==> config.mk <==
export PLATFORM = sky130hd
export DESIGN_NAME = l1_d_cache_ctrl
export DESIGN_NICKNAME = d
export VERILOG_FILES = /design/src/rtl/l1_d_cache_ctrl.sv
export SDC_FILE = /design/constraint.sdc
export NUM_CORES = 1
export LEC_CHECK = 0
export BUFFER_PORTS_ARGS = -buffer_cell sky130_fd_sc_hd__clkbuf_2
export CAP_MARGIN = 20
export CORE_UTILIZATION = 50
export DETAILED_ROUTE_END_ITERATION = 8
export GPL_ROUTABILITY_DRIVEN = 0
export PLACE_DENSITY = 0.68
export SLEW_MARGIN = 20
export SYNTH_ARGS = -nofsm -noshare
export SYNTH_HDL_FRONTEND = slang
export SYNTH_SLANG_ARGS = --single-unit
==> constraint.sdc <==
create_clock -name clk -period 4.2 [get_ports clk]
set_input_delay 0.21 -clock clk [delete_from_list [all_inputs] [get_ports clk]]
set_output_delay 0.21 -clock clk [all_outputs]
set_load 0.01 [all_outputs]
==> src/rtl/l1_d_cache_ctrl.sv <==
// L1 data-cache controller: tags, valid/dirty bits, round-robin replacement, write-back and refill sequencing.
// Defining L1D_PERF_CNT_EN adds saturating hit/miss/write-back counters on hit_cnt/miss_cnt/wb_cnt.
module l1_d_cache_ctrl #(
  parameter int unsigned TNUM  = 24,
  parameter int unsigned INUM  = 26 - TNUM,
  parameter int unsigned WAY   = 2,
  parameter int unsigned WBITS = $clog2(WAY)
) (
  input  logic             clk,
  input  logic             nrst,
  input  logic             read_C_L1,
  input  logic             write_C_L1,
  input  logic [31:0]      address_C_L1,
  output logic             ready_L1_C,
  output logic             read_L1_L2,
  output logic             write_L1_L2,
  output logic [31:0]      address_L1_L2,
  input  logic             ready_L2_L1,
  output logic [INUM-1:0]  index_C_L1,
  output logic [5:0]       offset,
  output logic [WBITS-1:0] way,
  output logic             refill,
  output logic             update
`ifdef L1D_PERF_CNT_EN
  ,
  output logic [31:0]      hit_cnt,
  output logic [31:0]      miss_cnt,
  output logic [31:0]      wb_cnt
`endif
);

  localparam int unsigned OFFW = 6;
  localparam int unsigned SETS = 1 << INUM;

  typedef enum logic [2:0] {
    S_IDLE,
    S_TAG,
    S_HIT,
    S_WB_RD,
    S_WB,
    S_FILL
  } state_e;

  state_e           state_q, state_d;
  logic [31:0]      addr_q, addr_d;
  logic             wr_q, wr_d;
  logic [WBITS-1:0] victim_q, victim_d;
  logic             ready_q, ready_d;
  logic             rd_l2_q, rd_l2_d;
  logic             wr_l2_q, wr_l2_d;
  logic [31:0]      l2_addr_q, l2_addr_d;
  logic [WBITS-1:0] way_q, way_d;
  logic             update_q, update_d;

  logic [TNUM-1:0]  tag_q [SETS][WAY];
  logic [WAY-1:0]   valid_q [SETS];
  logic [WAY-1:0]   dirty_q [SETS];
  logic [WBITS-1:0] rr_q [SETS];

  logic [TNUM-1:0]  req_tag;
  logic [INUM-1:0]  set_idx;
  logic             hit_any;
  logic             inv_found;
  logic [WBITS-1:0] hit_way;
  logic [WBITS-1:0] vict_way;
  logic             set_dirty;
  logic             clr_dirty;
  logic             adv_rr;
  logic             fill_en;

  assign req_tag = addr_q[31 -: TNUM];
  assign set_idx = addr_q[OFFW +: INUM];

  // Tag compare across the set; victim is the lowest invalid way, else the round-robin pointer.
  always_comb begin
    hit_any   = 1'b0;
    inv_found = 1'b0;
    hit_way   = '0;
    vict_way  = rr_q[set_idx];
    for (int unsigned w = 0; w < WAY; w++) begin
      if (valid_q[set_idx][w] && (tag_q[set_idx][w] == req_tag)) begin
        hit_any = 1'b1;
        hit_way = WBITS'(w);
      end
      if (!valid_q[set_idx][w] && !inv_found) begin
        inv_found = 1'b1;
        vict_way  = WBITS'(w);
      end
    end
  end

  // Next-state and registered-output logic.
  always_comb begin
    state_d   = state_q;
    addr_d    = addr_q;
    wr_d      = wr_q;
    victim_d  = victim_q;
    ready_d   = 1'b0;
    update_d  = 1'b0;
    rd_l2_d   = rd_l2_q;
    wr_l2_d   = wr_l2_q;
    l2_addr_d = l2_addr_q;
    way_d     = way_q;
    set_dirty = 1'b0;
    clr_dirty = 1'b0;
    adv_rr    = 1'b0;
    fill_en   = 1'b0;
    case (state_q)
      S_IDLE: begin
        if (read_C_L1 || write_C_L1) begin
          addr_d  = address_C_L1;
          wr_d    = write_C_L1;
          state_d = S_TAG;
        end
      end
      S_TAG: begin
        if (hit_any) begin
          way_d     = hit_way;
          ready_d   = 1'b1;
          update_d  = wr_q;
          set_dirty = wr_q;
          adv_rr    = 1'b1;
          state_d   = S_HIT;
        end else begin
          victim_d = vict_way;
          way_d    = vict_way;
          if (valid_q[set_idx][vict_way] && dirty_q[set_idx][vict_way]) begin
            state_d = S_WB_RD;
          end else begin
            rd_l2_d   = 1'b1;
            l2_addr_d = {req_tag, set_idx, 6'b0};
            state_d   = S_FILL;
          end
        end
      end
      S_HIT: begin
        state_d = S_IDLE;
      end
      S_WB_RD: begin
        wr_l2_d   = 1'b1;
        l2_addr_d = {tag_q[set_idx][victim_q], set_idx, 6'b0};
        state_d   = S_WB;
      end
      S_WB: begin
        if (ready_L2_L1) begin
          wr_l2_d   = 1'b0;
          clr_dirty = 1'b1;
          rd_l2_d   = 1'b1;
          l2_addr_d = {req_tag, set_idx, 6'b0};
          state_d   = S_FILL;
        end
      end
      S_FILL: begin
        if (ready_L2_L1) begin
          rd_l2_d = 1'b0;
          fill_en = 1'b1;
          state_d = S_TAG;
        end
      end
      default: state_d = S_IDLE;
    endcase
  end

  always_ff @(posedge clk) begin
    if (!nrst) begin
      state_q   <= S_IDLE;
      addr_q    <= '0;
      wr_q      <= 1'b0;
      victim_q  <= '0;
      ready_q   <= 1'b0;
      rd_l2_q   <= 1'b0;
      wr_l2_q   <= 1'b0;
      l2_addr_q <= '0;
      way_q     <= '0;
      update_q  <= 1'b0;
      for (int unsigned s = 0; s < SETS; s++) begin
        valid_q[s] <= '0;
        dirty_q[s] <= '0;
        rr_q[s]    <= '0;
      end
    end else begin
      state_q   <= state_d;
      addr_q    <= addr_d;
      wr_q      <= wr_d;
      victim_q  <= victim_d;
      ready_q   <= ready_d;
      rd_l2_q   <= rd_l2_d;
      wr_l2_q   <= wr_l2_d;
      l2_addr_q <= l2_addr_d;
      way_q     <= way_d;
      update_q  <= update_d;
      if (fill_en) begin
        valid_q[set_idx][victim_q] <= 1'b1;
        dirty_q[set_idx][victim_q] <= 1'b0;
      end
      if (clr_dirty) dirty_q[set_idx][victim_q] <= 1'b0;
      if (set_dirty) dirty_q[set_idx][hit_way] <= 1'b1;
      if (adv_rr) rr_q[set_idx] <= hit_way + WBITS'(1);
    end
  end

  // Tag storage needs no reset; a tag is only trusted behind its valid bit.
  always_ff @(posedge clk) begin
    if (nrst && fill_en) tag_q[set_idx][victim_q] <= req_tag;
  end

  assign ready_L1_C    = ready_q;
  assign read_L1_L2    = rd_l2_q;
  assign write_L1_L2   = wr_l2_q;
  assign address_L1_L2 = l2_addr_q;
  assign index_C_L1    = set_idx;
  assign offset        = addr_q[OFFW-1:0];
  assign way           = way_q;
  assign update        = update_q;
  // L2 fill data is only present in the ready cycle, so refill decodes it directly.
  assign refill        = (state_q == S_FILL) && ready_L2_L1;

`ifdef L1D_PERF_CNT_EN
  logic        retry_q;
  logic [31:0] hit_cnt_q, miss_cnt_q, wb_cnt_q;

  // retry_q marks the TAG visit that follows a refill so its hit is not counted again.
  always_ff @(posedge clk) begin
    if (!nrst) begin
      retry_q    <= 1'b0;
      hit_cnt_q  <= '0;
      miss_cnt_q <= '0;
      wb_cnt_q   <= '0;
    end else begin
      if ((state_q == S_FILL) && ready_L2_L1) retry_q <= 1'b1;
      else if (state_q == S_TAG) retry_q <= 1'b0;
      if ((state_q == S_TAG) && hit_any && !retry_q && (hit_cnt_q != '1))
        hit_cnt_q <= hit_cnt_q + 32'd1;
      if ((state_q == S_TAG) && !hit_any && (miss_cnt_q != '1))
        miss_cnt_q <= miss_cnt_q + 32'd1;
      if ((state_q == S_WB) && ready_L2_L1 && (wb_cnt_q != '1))
        wb_cnt_q <= wb_cnt_q + 32'd1;
    end
  end

  assign hit_cnt  = hit_cnt_q;
  assign miss_cnt = miss_cnt_q;
  assign wb_cnt   = wb_cnt_q;
`endif

endmodule

**Yosys cells after proc, flatten, opt, wreduce, memory -nomap -nowiden**

Memories as Yosys holds them, arrays and structs flattened. A register that Yosys moved wholly into a read port is not among the register bits.
Index checks and enable logic that the tools add are counted.
W data, S select, Z words.

- Muxes and demuxes: 78
- Bitwise logic cells: 6
- Eq/ne operators: 11
- Magnitude comparators: 7
- Reductions and logical operators: 24
- Add/subtract/negate cells: 1

Operator list:

| cell | count |
|---|---|
| $mux W24 | 4 |
| $mux W32 | 3 |
| $pmux W32 S3 | 1 |
| $eq A24 B24 Y1 | 2 |
| $mux W48 | 1 |
| $mux W1 | 40 |
| $mux W2 | 18 |
| $demux W24 S1 | 1 |
| $mux W3 | 5 |
| $pmux W3 S5 | 1 |
| $ne A2 B2 Y1 const B | 5 |
| $logic_and A1 B1 Y1 | 9 |
| $eq A3 B3 Y1 const B | 2 |
| $lt A1 B2 Y1 const B | 3 |
| $reduce_and A2 Y1 | 3 |
| $reduce_bool A3 Y1 | 2 |
| $reduce_and A5 Y1 | 1 |
| $or A1 B1 Y1 | 4 |
| $reduce_and A4 Y1 | 1 |
| $reduce_or A2 Y1 | 2 |
| $eq A3 B1 Y1 const B | 1 |
| $eq A3 B2 Y1 const B | 1 |
| $logic_not A3 Y1 | 1 |
| $pmux W1 S3 | 1 |
| other kinds (13) | 15 |

- Output and inout port bits: 46
- Logic and storage cells: 141
- Memories kept: 4
- Bits in registers: 74
- RAM bits: 212
- Input port bits: 37

Memory list:

| memory | depth | width | rd ports | clocked after Yosys merged registers in | write ports | line | RTL |
|---|---|---|---|---|---|---|---|
| tag_q | 4 | 48 | 1 | 1 | 1 | 55 | `logic [TNUM-1:0] tag_q [SETS][WAY];` |
| dirty_q | 4 | 2 | 1 | 1 | 4 | 57 | `logic [WAY-1:0] dirty_q [SETS];` |
| valid_q | 4 | 2 | 1 | 1 | 4 | 56 | `logic [WAY-1:0] valid_q [SETS];` |
| rr_q | 4 | 1 | 1 | 1 | 4 | 58 | `logic [WBITS-1:0] rr_q [SETS];` |

**Logic depth before layout (Yosys ltp)**

Gate-level depths: netlist of run 1.

- Depth after elaboration: 12
- Mapped depth: 15
- Gate-level depth less buffers: 9

**Least setup slack after synthesis of run 1**

OpenSTA, ideal clock, no wires.

- Kind: reg2reg
- From: register (tool-made name)
- To: memory dirty_q[0][1], enable pin
- Required time: 3897 ps
- Slack: 1189 ps
- Stages on the path, launching flop included: 12
- Data arrival time: 2709 ps
- Clock period less this slack: 3011 ps
- Path buffers: 2
- Library setup time: 303 ps
- Cells stage by stage: dfxtp_1 > buf_6 > buf_6 > mux4_2 > xor2_1 > nor4_2 > nand4_1 > nor4_4 > nand2_1 > or3_4 > a21boi_1 > o21ai_1

RTL lines:

| item | line |
|---|---|
| end: declaration | 57 |

==> summary.md, run 1 <==
| Metric | Value |
|---|---|
| Gr ovfl total | 0 |
| Htree depth | 1 |
| P_leak | 5.139 nW |
| Ant. Diodes | 0 |
| Layout cells sized above 1 | 22.23% |
| Arrival time worst endpoint | 3890 ps |
| Most common cell in the netlist | edfxtp_1 |
| Root Buffer | clkbuf_16 |
| PostCTS Resize Cnt | 0 |
| R2R setup slack | 560 ps |
| Startpoint types | register |
| Tot Pwr | 6.612 mW |
| Die Span Y | 160.3 um |
| Number of antenna violations at the first check in global routing | 0 |
| CTS tree | yes |
| Num CTS Buffers | 29 |
| Design Area, Final | 0.01459 mm2 |
| # fillers | 1922 |
| Sequential share of the synthesized area | 61.78% |
| Yosys warnings | 0 |
| Area leader, netlist | edfxtp_1 |
| Endpoints failing setup | 0 |
| Max Freq | 274.7 MHz |
| Hold_buf cts | 33 |
| Die width | 160.3 um |
| Internal | 5.009 mW |
| Die Area | 0.02569 mm2 |
| Worst skew pair latency | 540 ps |
| Synth Cell Area | 0.01252 mm2 |
| Top Ports | 83 |
| Peak VDD IR | 0.3279 mV |
| Largest net degree at the start of global routing | 86 |
| Status | finished, final reports clean |
| Slowest-stage cell, CP | dfxtp_4 |
| Most frequent cells after synthesis | edfxtp_1, nand2_1, dfxtp_1, mux2i_1, mux4_2 |
| Setup WS pre-CTS | 503.0 ps |
| Maximum buffer depth of the clock tree | 3 |
| MaxCap Viol Count | 0 |
| Iter 0 DRT Violations | 852 |
| Sequential share of power | 48.7% |
| FF-to-FF path depth | 9 |
| Layout Nets | 1063 |
| Hold endpoint | wr_q |
| DR vias | 7807 |
| Fin crit share | 86.69% |
| Fin crit period | 3641 ps |
| Combinational share of power | 11.9% |
| CP Data Required Time | 4450 ps |
| Synth async-reset ratio | 0% |
| Via/cell ratio | 5.690 |
| Antenna-violating nets left | 0 |
| Total Neg Setup Slack | 0 ps |
| Initial Utilization | 51.20% |
| R2R Path End | dirty_q[0][1] |
| Grt peak-use layer | met2 |
| Worst Slack Setup Final | 559.1 ps |
| Detailed-route DRC error count | 0 |
| Area delta synth->final | 16.52% |
| Hold path startpoint | write_C_L1 |
| Total wire length | 29400 um |
| RSZ-0062 raised after global routing | false |
| First-pass GRT wire length | 44850 um |
| Min-Delay Path Depth | 3 |
| Main area contributors after synthesis | edfxtp_1, dfxtp_1, mux4_2 |
| Post-CTS Setup Repair Bufs | 0 |
| FF/Latch Area | 0.007745 mm2 |
| Clock sink count | 282 |
| Port Buffer Count | 76 |
| Top_reg_cell synth | edfxtp_1 |
| Wirelength per Cell | 21.43 um |
| Met1 Use GR | 33.76% |
| EDFF count, synth | 209 |
| Vias in the first global route | 7447 |
| Switching share of power | 24.25% |
| Met2 global-route usage | 37.29% |
| DP Area | 0.01329 mm2 |
| M3 GR Usage | 3.429% |
| CP max FO | 26 |
| Net Sw Power | 1.603 mW |
| Worst min path class | primary input to register |
| Crit-path cells | buf_4 > mux4_2 > xnor2_1 > nand3_1 > nor4_2 > nand2_1 > or3_4 > a21boi_1 > o21ai_1 |
| Post-Syn Instances | 923 |
| Clk_skew | 13.99 ps |
| Mean area per synthesized cell | 13.57 um2 |
| Site Rows | 57 |
| Fin. max-slew vios | 0 |
| Crit end category | register |
| Pre-antenna DRT Iters | 5 |
| Buffers and inverters on the worst path | 1 |
| GRT Util Overall | 23.29% |
| Clk pwr share | 39.4% |
| Post-synth cell types | 61 |
| Fin. Hold Viols | 0 |
| CP Class | register to register |
| Top delay family on crit path | simple AND/OR/NAND/NOR gates |
| Power Dens Cells | 453.1 mW/mm2 |
| Core box area | 0.02446 mm2 |
| Slew at the pin closest to its max-slew limit | 853.1 ps |
| Post-synthesis sequential element count | 282 |
| Share of the synthesized area in the top cell type | 50.11% |
| Clock transition at path regs | 60 ps |
| Core Util, Final | 59.66% |
| CP peak stage delay | 700 ps |
| Slew headroom | 43.13% |
| Hpwl dp | 18630 um |
| Area of the multi-input gates | 0.004399 mm2 |
| Worst path depth | 9 |
## area by class of cell
type	instances	share of cell area, %
clock inverters	12	0.9173
well taps	324	2.778
flip-flops and latches	282	53.07
clock buffers	41	5.761
multi-input cells	562	30.14
inverters	9	0.2315
repair buffers	142	7.099
## tightest hold or removal path, stage by stage
cell and delay [ps]:
clkbuf_2 120, a22oi_1 90, nor2b_1 110
## sequential cells by signal, indices dropped and copies added, names as in the netlist, named ones only
register and cells:
tag_q 192, addr_q 32, address_L1_L2 26, dirty_q 8, valid_q 8, rr_q 4
state_q 3, read_L1_L2 1, ready_L1_C 1, update 1, victim_q 1, way 1
wr_q 1, write_L1_L2 1
## worst max path at each step
stage               startpoint             to  slack, ps
global route          register  dirty_q[2][1]        320
finish                register  dirty_q[0][1]        560
detailed placement    register  dirty_q[0][1]        500
global placement      register  dirty_q[1][1]        560
CTS                   register  dirty_q[0][1]        480
floorplan             register  dirty_q[0][1]       1190
## power by group through the flow
stage | clock network (mW) | registers (mW) | logic [mW]
finish | 2.60 | 3.22 | 0.786
global route | 2.74 | 3.24 | 0.851
CTS | 2.63 | 3.22 | 0.788
detailed placement | 0 | 3.28 | 0.761
global placement | 0 | 3.28 | 0.751
floorplan | 0 | 3.22 | 0.583
## cells by family (layout without fill, tap and decap cells)
group                  count (synthesis)  in the layout  share of synthesized area, %
AO/OA/AOI/OAI                        133            133                         7.063
XOR/XNOR                              40             40                         2.797
buffers and inverters                 84            204                         3.477
flip-flops                           282            282                         61.78
multiplexers                         133            133                         16.08
other                                  1              6                       0.02994
AND/OR/NAND/NOR                      250            250                         8.771
## metrics by stage
stage                     cells  hold slack (ps)
after floorplan             928            354.9
after global placement     1286            441.7
after detailed placement   1286            446.7
after CTS                  1372            13.16
after global routing       1372            39.95
final                      1372            26.31
## per-layer routing
metal,vias up,share of wire [%]
met5,-,0
met4,0,1.9
met3,44,8.1
met2,324,47
met1,3844,43
li1,3595,-
## layout by cell type, fill, tap and decap left out, types with 7 or more instances in the layout
cell / synthesis / layout
nor2_1: 32 / 24
xnor2_1: 26 / 26
clkbuf_8: 0 / 7
mux4_2: 54 / 54
and2_1: 7 / 7
clkbuf_16: 0 / 29
clkbuf_2: 0 / 75
inv_1: 9 / 9
o21ai_0: 43 / 43
dlygate4sd3_1: 0 / 33
nand4_1: 8 / 8
mux2i_1: 73 / 73
a21oi_1: 7 / 7
nand2_1: 169 / 169
buf_4: 19 / 28
a22oi_1: 9 / 9
nor2_2: 0 / 8
dfxtp_1: 73 / 71
xor2_1: 14 / 14
edfxtp_1: 209 / 209
a21boi_0: 33 / 33
No activity file was read; power rests on OpenSTA's default activity.
==> run 2: changes to the inputs <==
--- a/config.mk
+++ b/config.mk
@@ -7,6 +7,7 @@
 export LEC_CHECK = 0
 export BUFFER_PORTS_ARGS = -buffer_cell sky130_fd_sc_hd__clkbuf_2
 export CAP_MARGIN = 20
+export CORE_MARGIN = 2
 export CORE_UTILIZATION = 50
 export DETAILED_ROUTE_END_ITERATION = 8
 export GPL_ROUTABILITY_DRIVEN = 0
==> summary.md, run 2 (same netlist as run 1, synthesis figures left out) <==
| Metric | Value |
|---|---|
| Peak VDD IR | 0.3370 mV |
| DR vias | 7794 |
| Sequential share of power | 49.6% |
| Highest metal used | met4 |
| RSZ-0062 raised after global routing | false |
| Status | finished, final reports clean |
| Startpoint types | register |
| Max Freq | 271.9 MHz |
| Area delta synth->final | 15.82% |
| Buffers and inverters on the worst path | 1 |
| Largest net degree at the start of global routing | 89 |
| Wire length on met3 | 2037 um |
| Worst skew pair latency | 540 ps |
| Detailed-route DRC error count | 0 |
| First-pass GRT wire length | 44800 um |
| Min-Delay Path Depth | 3 |
| Worst path depth | 9 |
| R2R setup slack | 520 ps |
| Switching share of power | 24.19% |
| CP peak stage delay | 700 ps |
| Layout cells sized above 1 | 21.78% |
| Fin. Hold Viols | 0 |
| # fillers | 1881 |
| Root Buffer | clkbuf_16 |
| Crit end category | register |
| CP Data Required Time | 4450 ps |
| Largest register FFs | 192 |
| Power Dens Cells | 448.7 mW/mm2 |
| Commonest non-fill, non-tap cell in the layout | edfxtp_1 |
| Number of antenna violations at the first check in global routing | 0 |
| CP Class | register to register |
| Antenna-violating nets left | 0 |
| Clock transition at path regs | 60 ps |
| Endpoints failing setup | 0 |
| Ant. Diodes | 0 |
| Top delay family on crit path | simple AND/OR/NAND/NOR gates |
| Slew headroom | 39.96% |
| Port Buffer Count | 76 |
| Pre-antenna DRT Iters | 7 |
| Fin crit period | 3677 ps |
| Clk_skew | 11.41 ps |
| Slowest-stage cell, CP | dfxtp_4 |
| CTS tree | yes |
| Total Neg Setup Slack | 0 ps |
| FF-to-FF path depth | 9 |
| Layout Nets | 1062 |
| Total wire length | 29290 um |
| Post-CTS Setup Repair Bufs | 0 |
| Gr ovfl total | 0 |
| Vias in the first global route | 7545 |
| Crit-path cells | buf_4 > mux4_2 > xnor2_1 > nand3_1 > nor4_2 > nand2_1 > or3_4 > a21boi_1 > o21ai_1 |
| Num CTS Buffers | 29 |
| Maximum buffer depth of the clock tree | 3 |
| Die Area | 0.02633 mm2 |
| Wire length on met2 | 13450 um |
| MaxCap Viol Count | 0 |
| Initial Utilization | 51.20% |
| Clock sink count | 282 |
| Combinational share of power | 11.9% |
| Clk pwr share | 38.5% |
| M1 WL | 12910 um |
| Design Area, Final | 0.01451 mm2 |
| Most frequent cells in the layout | edfxtp_1, nand2_1, clkbuf_2 |
| Worst min path class | primary input to register |
| Fin. max-slew vios | 0 |
| Wirelength per Cell | 21.37 um |
| CP max FO | 28 |
| Largest Register | tag_q |
| Htree depth | 1 |
| Core box area | 0.02446 mm2 |
| Site Rows | 57 |
| Hpwl dp | 18800 um |
| PostCTS Resize Cnt | 0 |
| Hold_buf cts | 33 |
| Die width | 162.3 um |
| Fin crit share | 87.56% |
| Iter 0 DRT Violations | 716 |
| Slew at the pin closest to its max-slew limit | 897.9 ps |
| DP Area | 0.01324 mm2 |
| Internal | 4.934 mW |
| Die Span Y | 162.3 um |
| Net Sw Power | 1.575 mW |
| P_leak | 5.094 nW |
| Via/cell ratio | 5.685 |
| Arrival time worst endpoint | 3920 ps |
| Top Ports | 83 |
| GRT Util Overall | 22.60% |
## run 2: cell count changes in the layout (fill, tap and decap cells not counted)
cell	before	now
clkinv_1	4	2
clkbuf_8	7	6
clkinv_4	1	0
clkbuf_1	5	11
bufinv_16	3	2
buf_4	28	30
clkinv_2	4	3
buf_12	6	3
## run 2: cell type report
cell class | instances | area [um2] | share of cell area (%)
tap | 324 | 405.4 | 2.795
clock inverter | 7 | 82.58 | 0.5693
timing repair buffer | 141 | 991.0 | 6.831
inverter | 9 | 33.78 | 0.2329
sequential | 282 | 7745 | 53.39
multi-input combinational | 562 | 4399 | 30.33
clock buffer | 46 | 849.6 | 5.856
## run 2: per-layer routing
| layer | global-route usage [%] | vias to the layer above |
|---|---|---|
| met5 | 0 | - |
| met4 | 6.959 | 0 |
| met3 | 3.166 | 59 |
| met2 | 35.67 | 309 |
| met1 | 32.92 | 3835 |
| li1 | - | 3591 |
## run 2: final timing paths
check / endpoint / from
setup / recovery: dirty_q[1][1] / register
hold / removal: wr_q / write_C_L1
setup reg to reg: dirty_q[1][1] / register
hold reg to reg: address_L1_L2[12] / address_L1_L2[12]
## run 2: per-stage QoR
stage          hold slack, ps  util (%)  std cells  setup slack, ps  total power, mW
6_report                17.07     59.30       1371            522.7            6.508
5_1_grt                 35.09     59.30       1371            279.5            6.742
4_1_cts                0.2679     59.30       1371            486.0            6.545
3_5_place_dp            446.7     54.14       1285            520.1            4.039
3_3_place_gp            440.9     54.14       1285            571.5            4.028
2_1_floorplan           354.9         -        928             1189            3.799
## run 2: worst register-to-register path, stage by stage (launching register included)
cell and delay, ps:
dfxtp_4 700, buf_4 460, mux4_2 580, xnor2_1 180, nand3_1 110, nor4_2 450
nand2_1 170, or3_4 380, a21boi_1 180, o21ai_1 180
## run 2: power groups by stage
stage / sequential [mW] / clock [mW] / combinational [mW]
floorplan: 3.22 / 0 / 0.583
global placement: 3.28 / 0 / 0.745
detailed placement: 3.29 / 0 / 0.752
CTS: 3.23 / 2.54 / 0.778
global route: 3.24 / 2.65 / 0.847
finish: 3.23 / 2.51 / 0.776
